`src/rtl/uarch_pkg.sv`:
```
// rtl/uarch_pkg.sv - shared micro-architecture widths and store-queue entry types
package uarch_pkg;

    localparam int TAG_WIDTH  = 4;
    localparam int PIPE_WIDTH = 2;

    typedef enum logic [1:0] {
        ST_FREE    = 2'd0,
        ST_GRANTED = 2'd1,
        ST_DONE    = 2'd2
    } entry_state_t;

    typedef struct packed {
        entry_state_t         state;
        logic [TAG_WIDTH-1:0] tag;
    } stq_entry_t;

endpackage

```
`src/rtl/store_commit_ctrl.sv`:
```
// rtl/store_commit_ctrl.sv - grants head-of-ROB stores to the store unit and tracks them until retire
module store_commit_ctrl
    import uarch_pkg::*;
#(
    parameter int STQ_DEPTH = 5
) (
    input  logic                             clk,
    input  logic                             rst,
    input  logic                             flush,
    input  logic [TAG_WIDTH-1:0]             rob_head,
    input  logic [PIPE_WIDTH-1:0]            head_valid,
    input  logic [PIPE_WIDTH-1:0]            head_is_store,
    input  logic [PIPE_WIDTH-1:0]            head_ready,
    input  logic                             store_done_valid,
    input  logic [TAG_WIDTH-1:0]             store_done_tag,
    input  logic [PIPE_WIDTH-1:0]            rob_retire,
    output logic [TAG_WIDTH-1:0]             commit_store_ids [PIPE_WIDTH],
    output logic [PIPE_WIDTH-1:0]            commit_store_vals,
    output logic [PIPE_WIDTH-1:0]            store_retire_rdy,
    output logic [$clog2(STQ_DEPTH+1)-1:0]   stq_count,
    output logic                             stq_full
);

    localparam int CW = $clog2(STQ_DEPTH + 1);

    stq_entry_t             ent   [STQ_DEPTH];
    stq_entry_t             ent_n [STQ_DEPTH];
    logic [TAG_WIDTH-1:0]   slot_tag [PIPE_WIDTH];
    logic [PIPE_WIDTH-1:0]  tracked;
    logic [PIPE_WIDTH-1:0]  done_hit;
    logic [STQ_DEPTH-1:0]   first_free;
    logic [STQ_DEPTH-1:0]   second_free;
    logic [CW-1:0]          nfree;
    logic [CW-1:0]          nbusy;
    logic                   elig0;
    logic                   elig1;
    logic                   slot0_ok;
    logic [PIPE_WIDTH-1:0]  grant;

    always_comb begin
        for (int i = 0; i < PIPE_WIDTH; i++) begin
            slot_tag[i] = rob_head + TAG_WIDTH'(i);
        end
    end

    always_comb begin
        tracked  = '0;
        done_hit = '0;
        for (int i = 0; i < PIPE_WIDTH; i++) begin
            for (int e = 0; e < STQ_DEPTH; e++) begin
                if (ent[e].state != ST_FREE && ent[e].tag == slot_tag[i]) tracked[i] = 1'b1;
                if (ent[e].state == ST_DONE && ent[e].tag == slot_tag[i]) done_hit[i] = 1'b1;
            end
        end
    end

    // Free masks reflect registered state only, so entries freed this cycle are not reusable yet.
    always_comb begin
        nfree       = '0;
        nbusy       = '0;
        first_free  = '0;
        second_free = '0;
        for (int e = 0; e < STQ_DEPTH; e++) begin
            if (ent[e].state == ST_FREE) begin
                if (nfree == CW'(0))      first_free[e]  = 1'b1;
                else if (nfree == CW'(1)) second_free[e] = 1'b1;
                nfree = nfree + CW'(1);
            end else begin
                nbusy = nbusy + CW'(1);
            end
        end
    end

    always_comb begin
        elig0 = head_valid[0] & head_is_store[0] & head_ready[0] & ~tracked[0] & (|first_free);
        slot0_ok = (head_valid[0] & ~head_is_store[0]) | tracked[0] | elig0;
        elig1 = head_valid[1] & head_is_store[1] & head_ready[1] & ~tracked[1] & (|first_free)
              & slot0_ok & (~elig0 | (|second_free));
        grant = {elig1, elig0} & {PIPE_WIDTH{~(rst | flush)}};
    end

    assign store_retire_rdy = head_valid & head_is_store & done_hit;
    assign stq_count        = nbusy;
    assign stq_full         = (nbusy == CW'(STQ_DEPTH));

    always_comb begin
        for (int e = 0; e < STQ_DEPTH; e++) begin
            ent_n[e] = ent[e];
            if (grant[0] && first_free[e]) begin
                ent_n[e] = '{state: ST_GRANTED, tag: slot_tag[0]};
            end else if (grant[1] && (grant[0] ? second_free[e] : first_free[e])) begin
                ent_n[e] = '{state: ST_GRANTED, tag: slot_tag[1]};
            end else if (ent[e].state == ST_GRANTED && store_done_valid
                         && ent[e].tag == store_done_tag) begin
                ent_n[e].state = ST_DONE;
            end else if (ent[e].state == ST_DONE) begin
                for (int i = 0; i < PIPE_WIDTH; i++) begin
                    if (rob_retire[i] && ent[e].tag == slot_tag[i]) ent_n[e].state = ST_FREE;
                end
            end
            if (rst || flush) begin
                ent_n[e] = '{state: ST_FREE, tag: '0};
            end
        end
    end

    always_ff @(posedge clk) begin
        for (int e = 0; e < STQ_DEPTH; e++) begin
            ent[e] <= ent_n[e];
        end
        commit_store_vals <= grant;
        for (int i = 0; i < PIPE_WIDTH; i++) begin
            commit_store_ids[i] <= grant[i] ? slot_tag[i] : '0;
        end
    end

endmodule

```
`config.mk`:
```
export PLATFORM = sky130hd
export DESIGN_NAME = store_commit_ctrl
export DESIGN_NICKNAME = d
export VERILOG_FILES = /design/src/rtl/uarch_pkg.sv /design/src/rtl/store_commit_ctrl.sv
export SDC_FILE = /design/constraint.sdc
export NUM_CORES = 1
export LEC_CHECK = 0
export CAP_MARGIN = 30
export CORE_ASPECT_RATIO = 0.5
export CORE_MARGIN = 5
export CORE_UTILIZATION = 59
export DETAILED_ROUTE_END_ITERATION = 10
export GPL_ROUTABILITY_DRIVEN = 0
export HOLD_SLACK_MARGIN = 0.15
export MAX_ROUTING_LAYER = met4
export PLACE_DENSITY = 0.87
export SLEW_MARGIN = 30
export SYNTH_ARGS = -nofsm -noshare
export SYNTH_HDL_FRONTEND = slang
export SYNTH_SLANG_ARGS = --single-unit
```
`constraint.sdc`:
```
create_clock -name clk -period 8.1 [get_ports clk]
set_input_delay 1.62 -clock clk [delete_from_list [all_inputs] [get_ports clk]]
set_output_delay 1.62 -clock clk [all_outputs]
set_load 0.01 [all_outputs]
```
==> results.tsv, run 1 <==
metric	value	unit
run status	finished, final reports clean	
cts hold-fix bufs	0	
clk slew on worst S/H paths	80	ps
pre-CTS setup slack	1590	ps
Seq cells post-synth	40	
final WL	9560	µm
RSZ-0062 raised after global routing	false	
Slew HR	45.4	%
Worst-Skew Late Latency	300	ps
Max VDD drop	0.0713	mV
f_max	151	MHz
Top FF cell, synth	dfxtp_1	
core area	0.00509	mm²
vias in the first global route	3067	
cts repair resizes	0	
Fin Setup TNS	0	ps
hold path depth	2	
Worst-Margin Slew	817	ps
largest net degree at the start of global routing	21	
hpwl dp	7140	µm
Net Count, Synth	424	
sequential area share after synthesis	25.1	%
Max Fanout on Critical Path	18	
initial antenna violation count	0	
clk root buf	clkbuf_8	
Hold Path Class	reg -> reg	
Antenna Diode Count	0	
Hold Vio Cnt, Final	0	
Final period util	81.6	%
clk_skew	5.44	ps
grt total ovfl	0	
FF-to-FF setup slack	3620	ps
fin area	0.00364	mm²
Via Count	3227	
Die X	114	µm
H-tree levels	2	
number of flops mapped to enable cells by yosys	0	
RR Endpoint	ent[0][24]$_SDFFE_PP0P_	
yosys warns	0	
Setup CP Type	in -> out	
FP Rows	18	
die footprint	0.00708	mm²
Lkg Pwr	1.39	nW
clock buffer depth	2	
area growth from synthesis to layout	13.8	%
die height	62.0	µm
drt pass-1 iters	6	
GRT Overall Usage	28.5	%
minimum clock period after layout	6610	ps
final setup vio count	0	
CTS Buf Count	5	
FFs w/ async S/R, synth	0	%
mapped cell area	0.00320	mm²
worst r2r src	ent[0][11]$_SDFFE_PP0P_	
DP Area	0.00352	mm²
post-synthesis area per instance	8.13	µm²
Power per Cell Area	119	mW/mm²
share of cells above drive strength 1	6.04	%
clk sinks	40	
nets	444	
Syn Inst Count	393	
Cell variety after synth	65	
# DRC	0	
DR vias/cell	6.67	
wire length per cell	19.7	µm
type of origin of the critical path	primary input	
fin worst setup slack	1490	ps
Crit path required time	6480	ps
Setup crit end kind	output pin	
sink of the worst hold path	ent[0][10]$_SDFFE_PP0P_	
fillers	417	
Arr. time, crit path	4990	ps
setup bufs post-CTS	0	
Initial Utilization	62.8	%
max_cap viols	0	
final-report max-slew violation count	0	
I/O Pins	36	
Worst Min Path Start	ent[0][10]$_SDFFE_PP0P_	
r2r worst-path depth	14	
port bufs	35	
global-route wire length before repair	15100	µm
antenna viol nets, final	0	
CTS tree	built	
DR iter-0 viols	418	
how the worst max path moves through the flow:
stage / start / endpoint / slack (ps) / cells past startpoint
floorplan: rob_head[0] / store_retire_rdy[1] / 3330 / 6
global placement: rob_head[0] / store_retire_rdy[1] / 1700 / 8
detailed placement: rob_head[0] / store_retire_rdy[1] / 1590 / 8
CTS: rob_head[0] / store_retire_rdy[1] / 1600 / 8
global route: rob_head[0] / store_retire_rdy[1] / 1310 / 8
finish: rob_head[0] / store_retire_rdy[1] / 1490 / 8
metrics by stage:
step | utilization [%] | hold slack [ps] | cells | power [W]
floorplan | - | 467 | 393 | 0.000248
global placement | 69.2 | 481 | 476 | 0.000267
detailed placement | 69.2 | 499 | 476 | 0.000268
CTS | 71.4 | 514 | 484 | 0.000429
global route | 71.4 | 539 | 484 | 0.000444
finish | 71.4 | 511 | 484 | 0.000432
Yosys cell counts (all sizes together) (8+ instances only):
cell type | n | share of area (%)
dfxtp | 40 | 25
xnor2 | 36 | 9.9
nand2 | 48 | 5.6
nor2 | 18 | 2.1
a22oi | 8 | 2.0
o21ai | 15 | 2.5
clkbuf | 13 | 1.5
buf | 10 | 2.2
a31oi | 9 | 1.8
inv | 14 | 1.6
mux2i | 13 | 4.1
ha | 10 | 3.9
nand3 | 9 | 1.4
xor2 | 30 | 8.2
a21oi | 18 | 2.9
nor3 | 11 | 1.7
routing by layer:
metal	vias up	wire length (µm)	GRT usage, %
met1	1508	4170	36.5
li1	1446	-	-
met4	0	272	9.98
met2	230	3910	42.6
met3	43	1200	9.48
met5	-	0	-
state kept, by name (all words and copies together) (netlist names):
name,count
commit_store_ids,8
commit_store_vals,2
ent,30
worst max-delay path: stages:
cell and delay [ps]:
clkdlybuf4s50_1 840, ha_1 510, xnor2_1 600, xnor2_1 120, nor3_1 390, a32oi_1 160
a21oi_1 180, clkdlybuf4s50_1 560
power breakdown:
part / switching, W / total, W / internal [W] / leakage [nW]
Combinational: 0.0000398 / 0.0000687 / 0.0000290 / 1.02
Clock: 0.0000743 / 0.000165 / 0.0000912 / 0.0541
Sequential: 0.000000635 / 0.000198 / 0.000197 / 0.322
Total: 0.000115 / 0.000432 / 0.000317 / 1.39
cell families after synthesis:
logic type / Yosys count / synth area share (%)
adders and majority gates: 11 / 4.54
DFF: 40 / 25.1
xor gates and xnor gates: 67 / 18.8
muxes: 15 / 4.78
buffers and inverters: 37 / 5.36
AOI/OAI and AO/OA: 80 / 17.9
and+or+nand+nor: 143 / 23.6
final cells by class:
cell class / instances / area, µm² / share of cell area [%]
multi-input combinational: 316 / 2230 / 61.2
sequential: 40 / 801 / 22.0
timing repair buffer: 36 / 358 / 9.84
tap: 70 / 87.6 / 2.41
clock buffer: 5 / 68.8 / 1.89
inverter: 14 / 52.6 / 1.45
clock inverter: 3 / 42.5 / 1.17
cell usage in the layout (no fill, tap or decap), types with 2 or more instances in the layout:
cell type        instances
a21oi_1                 17
a221oi_1                 3
a22oi_1                  7
a311oi_1                 3
a31oi_1                  9
a32oi_1                  3
and2_1                   7
and3_1                   6
clkbuf_8                 5
clkdlybuf4s50_1         35
dfxtp_1                 40
ha_1                    10
inv_1                   13
mux2_2                   2
mux2i_1                 13
nand2_1                 48
nand3_1                  9
nand3b_1                 2
nand4_1                  5
nand4b_1                 3
nor2_1                  17
nor2b_1                  7
nor3_1                  11
nor4_1                   7
o2111ai_1                2
o21ai_0                 14
o311ai_0                 5
o31ai_1                  2
or2_2                    3
or3_1                    2
or4_1                    3
xnor2_1                 36
xor2_1                  30
Note: power is estimated with default switching activity, not from simulation.
==> run 2: changes to the inputs <==
--- a/config.mk
+++ b/config.mk
@@ -8,12 +8,12 @@
 export CAP_MARGIN = 30
 export CORE_ASPECT_RATIO = 0.5
 export CORE_MARGIN = 5
-export CORE_UTILIZATION = 59
+export CORE_UTILIZATION = 52
 export DETAILED_ROUTE_END_ITERATION = 10
 export GPL_ROUTABILITY_DRIVEN = 0
 export HOLD_SLACK_MARGIN = 0.15
 export MAX_ROUTING_LAYER = met4
-export PLACE_DENSITY = 0.87
+export PLACE_DENSITY = 0.82
 export SLEW_MARGIN = 30
 export SYNTH_ARGS = -nofsm -noshare
 export SYNTH_HDL_FRONTEND = slang
==> constraint.sdc (replaced) <==
create_clock -name clk -period 5.9 [get_ports clk]
set_input_delay 1.18 -clock clk [delete_from_list [all_inputs] [get_ports clk]]
set_output_delay 1.18 -clock clk [all_outputs]
set_load 0.01 [all_outputs]
==> run 2 against run 1 <==
  * Die area is 12% higher
  * Setup slack worse by 790 ps
  * Cell count is 2.1% higher
  * Register-to-register slack worse by 2200 ps
  * Routed wire length is 1.3% lower
  * Sequential power is 37% higher
  * Combinational power is 41% higher
  * Critical path depth is 2 lower
  * Clock power is 71% higher
  * Non-clock buffer count is 3 higher
  * Critical path type unchanged
  * Largest cell class unchanged
==> results.tsv, run 2 (synthesis results as in run 1) <==
metric	value	unit
run status	finished, final reports clean	
combinational share of power	14.9	%
Switching Share	26.2	%
H-tree levels	2	
Reg with most FFs	ent	
Hold Path Class	reg -> reg	
area growth from synthesis to layout	16.1	%
Max Fanout on Critical Path	14	
clock buffer depth	2	
Antenna Diode Count	0	
Die X	121	µm
Seq pwr share	41.8	%
Hold Vio Cnt, Final	0	
commonest non-fill, non-tap cell in the layout	nand2_1	
DP Area	0.00356	mm²
cts repair resizes	0	
share of cells above drive strength 1	6.71	%
RSZ-0062 raised after global routing	false	
most frequent cells in the layout	nand2_1 (48), dfxtp_1 (40), xnor2_1 (36)	
die height	65.4	µm
clk_skew	4.10	ps
Int Power	0.000480	W
r2r worst-path depth	15	
Worst-Margin Slew	757	ps
global-route wire length before repair	15100	µm
CTS Buf Count	5	
Worst-Skew Late Latency	280	ps
# DRC	0	
Util after Layout	61.8	%
nets	447	
vias in the first global route	2887	
Power per Cell Area	175	mW/mm²
hold path depth	2	
GRT Overall Usage	25.0	%
largest net degree at the start of global routing	21	
grt total ovfl	0	
f_max	192	MHz
Via Count	3140	
DR iter-0 viols	391	
Arr. time, crit path	4020	ps
minimum clock period after layout	5200	ps
max reg flops	30	
Lkg Pwr	1.42	nW
hpwl dp	6980	µm
wire length per cell	19.1	µm
Slew HR	49.4	%
Fin Setup TNS	0	ps
fin area	0.00371	mm²
CTS tree	built	
Setup crit end kind	output pin	
Regs by FF count	ent x30, commit_store_ids x8, commit_store_vals x2	
max_cap viols	0	
Initial Utilization	53.2	%
die footprint	0.00791	mm²
type of origin of the critical path	primary input	
port bufs	35	
Max VDD drop	0.119	mV
Clock Power Share	43.3	%
drt pass-1 iters	5	
final-report max-slew violation count	0	
clk root buf	clkbuf_16	
cts hold-fix bufs	0	
final WL	9440	µm
antenna viol nets, final	0	
initial antenna violation count	0	
DR vias/cell	6.36	
switching power	0.000170	W
setup bufs post-CTS	0	
clk sinks	40	
final setup vio count	0	
Crit path required time	4720	ps
I/O Pins	36	
Setup CP Type	in -> out	
core area	0.00601	mm²
FP Rows	20	
clk slew on worst S/H paths	60	ps
Final period util	88.2	%
run 2: cell types whose count changed in the layout (fill, tap and decap cells not counted):
cell        previous run  this run
clkinvlp_4             1         2
clkbuf_8               5         1
buf_4                  1         4
clkbuf_16              0         5
bufinv_16              1         0
clkinv_2               1         0
run 2: worst paths after layout:
kind                        endpoint  slack, ps                     from
max              store_retire_rdy[0]        700              rob_head[3]
max reg2reg  ent[0][26]$_SDFFE_PP0P_       1420   ent[0][5]$_SDFFE_PP0P_
min reg2reg  ent[0][10]$_SDFFE_PP0P_        500  ent[0][10]$_SDFFE_PP0P_
min          ent[0][10]$_SDFFE_PP0P_        500  ent[0][10]$_SDFFE_PP0P_
run 2: through the flow:
| step | hold slack [ps] | setup slack, ps | instances | total power [W] |
|---|---|---|---|---|
| after global placement | 491 | 838 | 486 | 0.000370 |
| after floorplan | 467 | 1830 | 393 | 0.000341 |
| after detailed placement | 491 | 809 | 486 | 0.000371 |
| after CTS | 498 | 796 | 494 | 0.000647 |
| final | 502 | 698 | 494 | 0.000651 |
| after global routing | 525 | 494 | 494 | 0.000671 |
run 2: cell type report:
cell class                 count  area [µm²]
fill                         515        2300
multi-input combinational    316        2230
sequential                    40         801
timing repair buffer          39         380
clock buffer                   6         139
tap                           77        96.3
inverter                      14        52.6
clock inverter                 2        15.0
run 2: critical path, cell delays in order:
cell and delay (ps):
clkdlybuf4s50_1 960, xor2_1 210, nor4_1 710, a32oi_1 210
a31oi_1 180, clkdlybuf4s50_1 560
run 2: power groups by stage:
stage                     combinational [W]  sequential (W)  clock, W
after floorplan                   0.0000626        0.000278         0
after global placement            0.0000920        0.000278         0
after detailed placement          0.0000933        0.000278         0
after CTS                         0.0000942        0.000272  0.000281
after global routing               0.000103        0.000272  0.000296
final                             0.0000970        0.000272  0.000282
run 2: layer usage:
| metal | routed length, µm | vias up | share of wire, % | GRT usage (%) |
|---|---|---|---|---|
| li1 | - | 1461 | - | - |
| met2 | 3880 | 228 | 41 | 35.7 |
| met4 | 178 | 0 | 1.9 | 7.34 |
| met5 | 0 | - | 0 | - |
| met1 | 4130 | 1431 | 44 | 35.4 |
| met3 | 1240 | 20 | 13 | 5.33 |
==> patch: new RTL, config.mk and constraints of run 2 <==
Change the parameter `STQ_DEPTH` from 5 to 4.
--- a/src/rtl/store_commit_ctrl.sv
+++ b/src/rtl/store_commit_ctrl.sv
@@ -3,5 +3,5 @@
     import uarch_pkg::*;
 #(
-    parameter int STQ_DEPTH = 5
+    parameter int STQ_DEPTH = 4
 ) (
     input  logic                             clk,
Function: changed (a bounded check fails within 4 cycles, from zero or initial values).
==> patch against run 2 <==
- worst setup slack got worse by 0.023 ns
- via count is 12% lower
- critical path depth is 3 higher
- design area down 11%
- sequential cell count decreased by 6
- die area down 11%
- clock power down 6%
- synthesized area fell by 13%
- combinational power down 5.5%
- largest power group unchanged
- power decreased by 9.6%
- wire length shrank 8.6%
==> patch: results (changes against run 2) <==
[timing] worst hold slack 0.526 ns [+0.0238 ns]
[final_layout] share of cell area taken by multi-input logic gates 58.9% [-1.1 points]
[synth] synth cell count leaders 35 x nand2_1, 34 x dfxtp_1, 32 x xnor2_1
[drt] Via-to-Cell Ratio 6.42 [+0.98%]
[power] power consumed by combinational cells 0.0917 mW [-5.5%]
[drt] wire length on met1 3.55 mm [-14%]
[global_routing] met1 usage in global routing 30.9% [-4.5 points]
[power] Leakage 1.18 nW [-17%]
[placement] pre-CTS setup slack 0.770 ns [-0.0396 ns]
[worst_setup_path] reg-to-reg startpoint ent[2][4]
[hold_path] Worst Hold Path EP ent[0][4]
[synth] post-synthesis compound-gate area fraction 18.9% [+1.0 points]
[placement] number of placed instances, taps included 422 [-13%]
[worst_setup_path] crit path from rob_head[0]
[drt] wire length on met3 1.03 mm [-17%]
[drt] number of DRC markers after the initial detailed-route iteration 384 [-1.8%]
[final_layout] share of the final layout cell area in sequential cells 20.7% [-0.87 points]
[timing] clock skew 0.00626 ns [+0.00216 ns]
[final_layout] end-of-flow core utilization 64.8% [+3.1 points]
[power] net switching fraction of the power 25.2% [-0.92 points]
[power] share of power burned in the clock network 45.1% [+1.8 points]
[worst_setup_path] minimum setup slack among reg-to-reg paths 1.91 ns [+0.49 ns]
[clock_tree] insertion delay of the later-clocked pin in the worst-skew pair 0.30 ns [+0.02 ns]
[final_layout] NonClk Buf Share 12.0% [+1.8 points]
[status] result of the run finished clean
[hold_path] critical hold path startpoint ent[0][4]
[final_layout] largest registers ranked by flip-flop count ent x24, commit_store_ids x8, commit_store_vals x2
[worst_setup_path] Critical Path End store_retire_rdy[1]
[power] power share of the combinational group 15.6% [+0.7 points]
[clock_tree] library cell used as clock root buffer clkbuf_8
[timing] transition time of the tightest slew-check pin 0.691 ns [-0.0659 ns]
[synth] share of synthesized cell area in full adder, half adder and majority cells 4.12% [-0.42 points]
[final_layout] Non-CTS inverters 13 [-1]
[final_layout] fillers 404 [-22%]
[timing] final worst slack 0.676 ns [-0.0226 ns]
[final_layout] share of cells above drive strength 1 10.3% [+3.6 points]
[global_routing] maximum number of pins on one net before global-route repair 20 [-4.8%]
[global_routing] first-pass GRT wire length 13.4 mm [-12%]
[power] maximum VDD drop 0.0000916 V [-23%]
[final_layout] Layout clock area frac 4.19% [+0.040 points]
[placement] Detail Placement HPWL 6.48 mm [-7.2%]
[clock_tree] # clock sinks 34 [-15%]
[synth] Synth area leaders dfxtp_1 24%, xnor2_1 10%, xor2_1 5.3%, nand2_1 4.7%, mux2i_1 3.9%
[final_layout] number of combinational gates with multiple inputs 264 [-16%]
patch: cell count changes after synthesis, moves of 5 or more:
cell	before	now
xor2_1	30	17
nor4_1	7	2
nor2b_1	7	2
nand2_1	48	35
dfxtp_1	40	34
o311ai_0	5	0
patch: worst max-delay path, stage by stage:
cell and delay, ns:
clkdlybuf4s50_1 0.72, ha_1 0.43, xor2_2 0.26, xnor2_1 0.17, nand3_1 0.20, nor3b_1 0.27
a21oi_1 0.07, a21oi_1 0.17, clkdlybuf4s50_1 0.57
patch: kinds of logic (layout without fill, tap and decap cells):
family / count (synthesis) / count (layout)
AND/OR/NAND/NOR: 118 / 118
AO/OA/AOI/OAI: 71 / 71
XOR/XNOR: 54 / 54
buffers and inverters: 35 / 62
flip-flops: 34 / 34
multiplexers: 13 / 13
adder cells (fa/ha/maj): 8 / 8
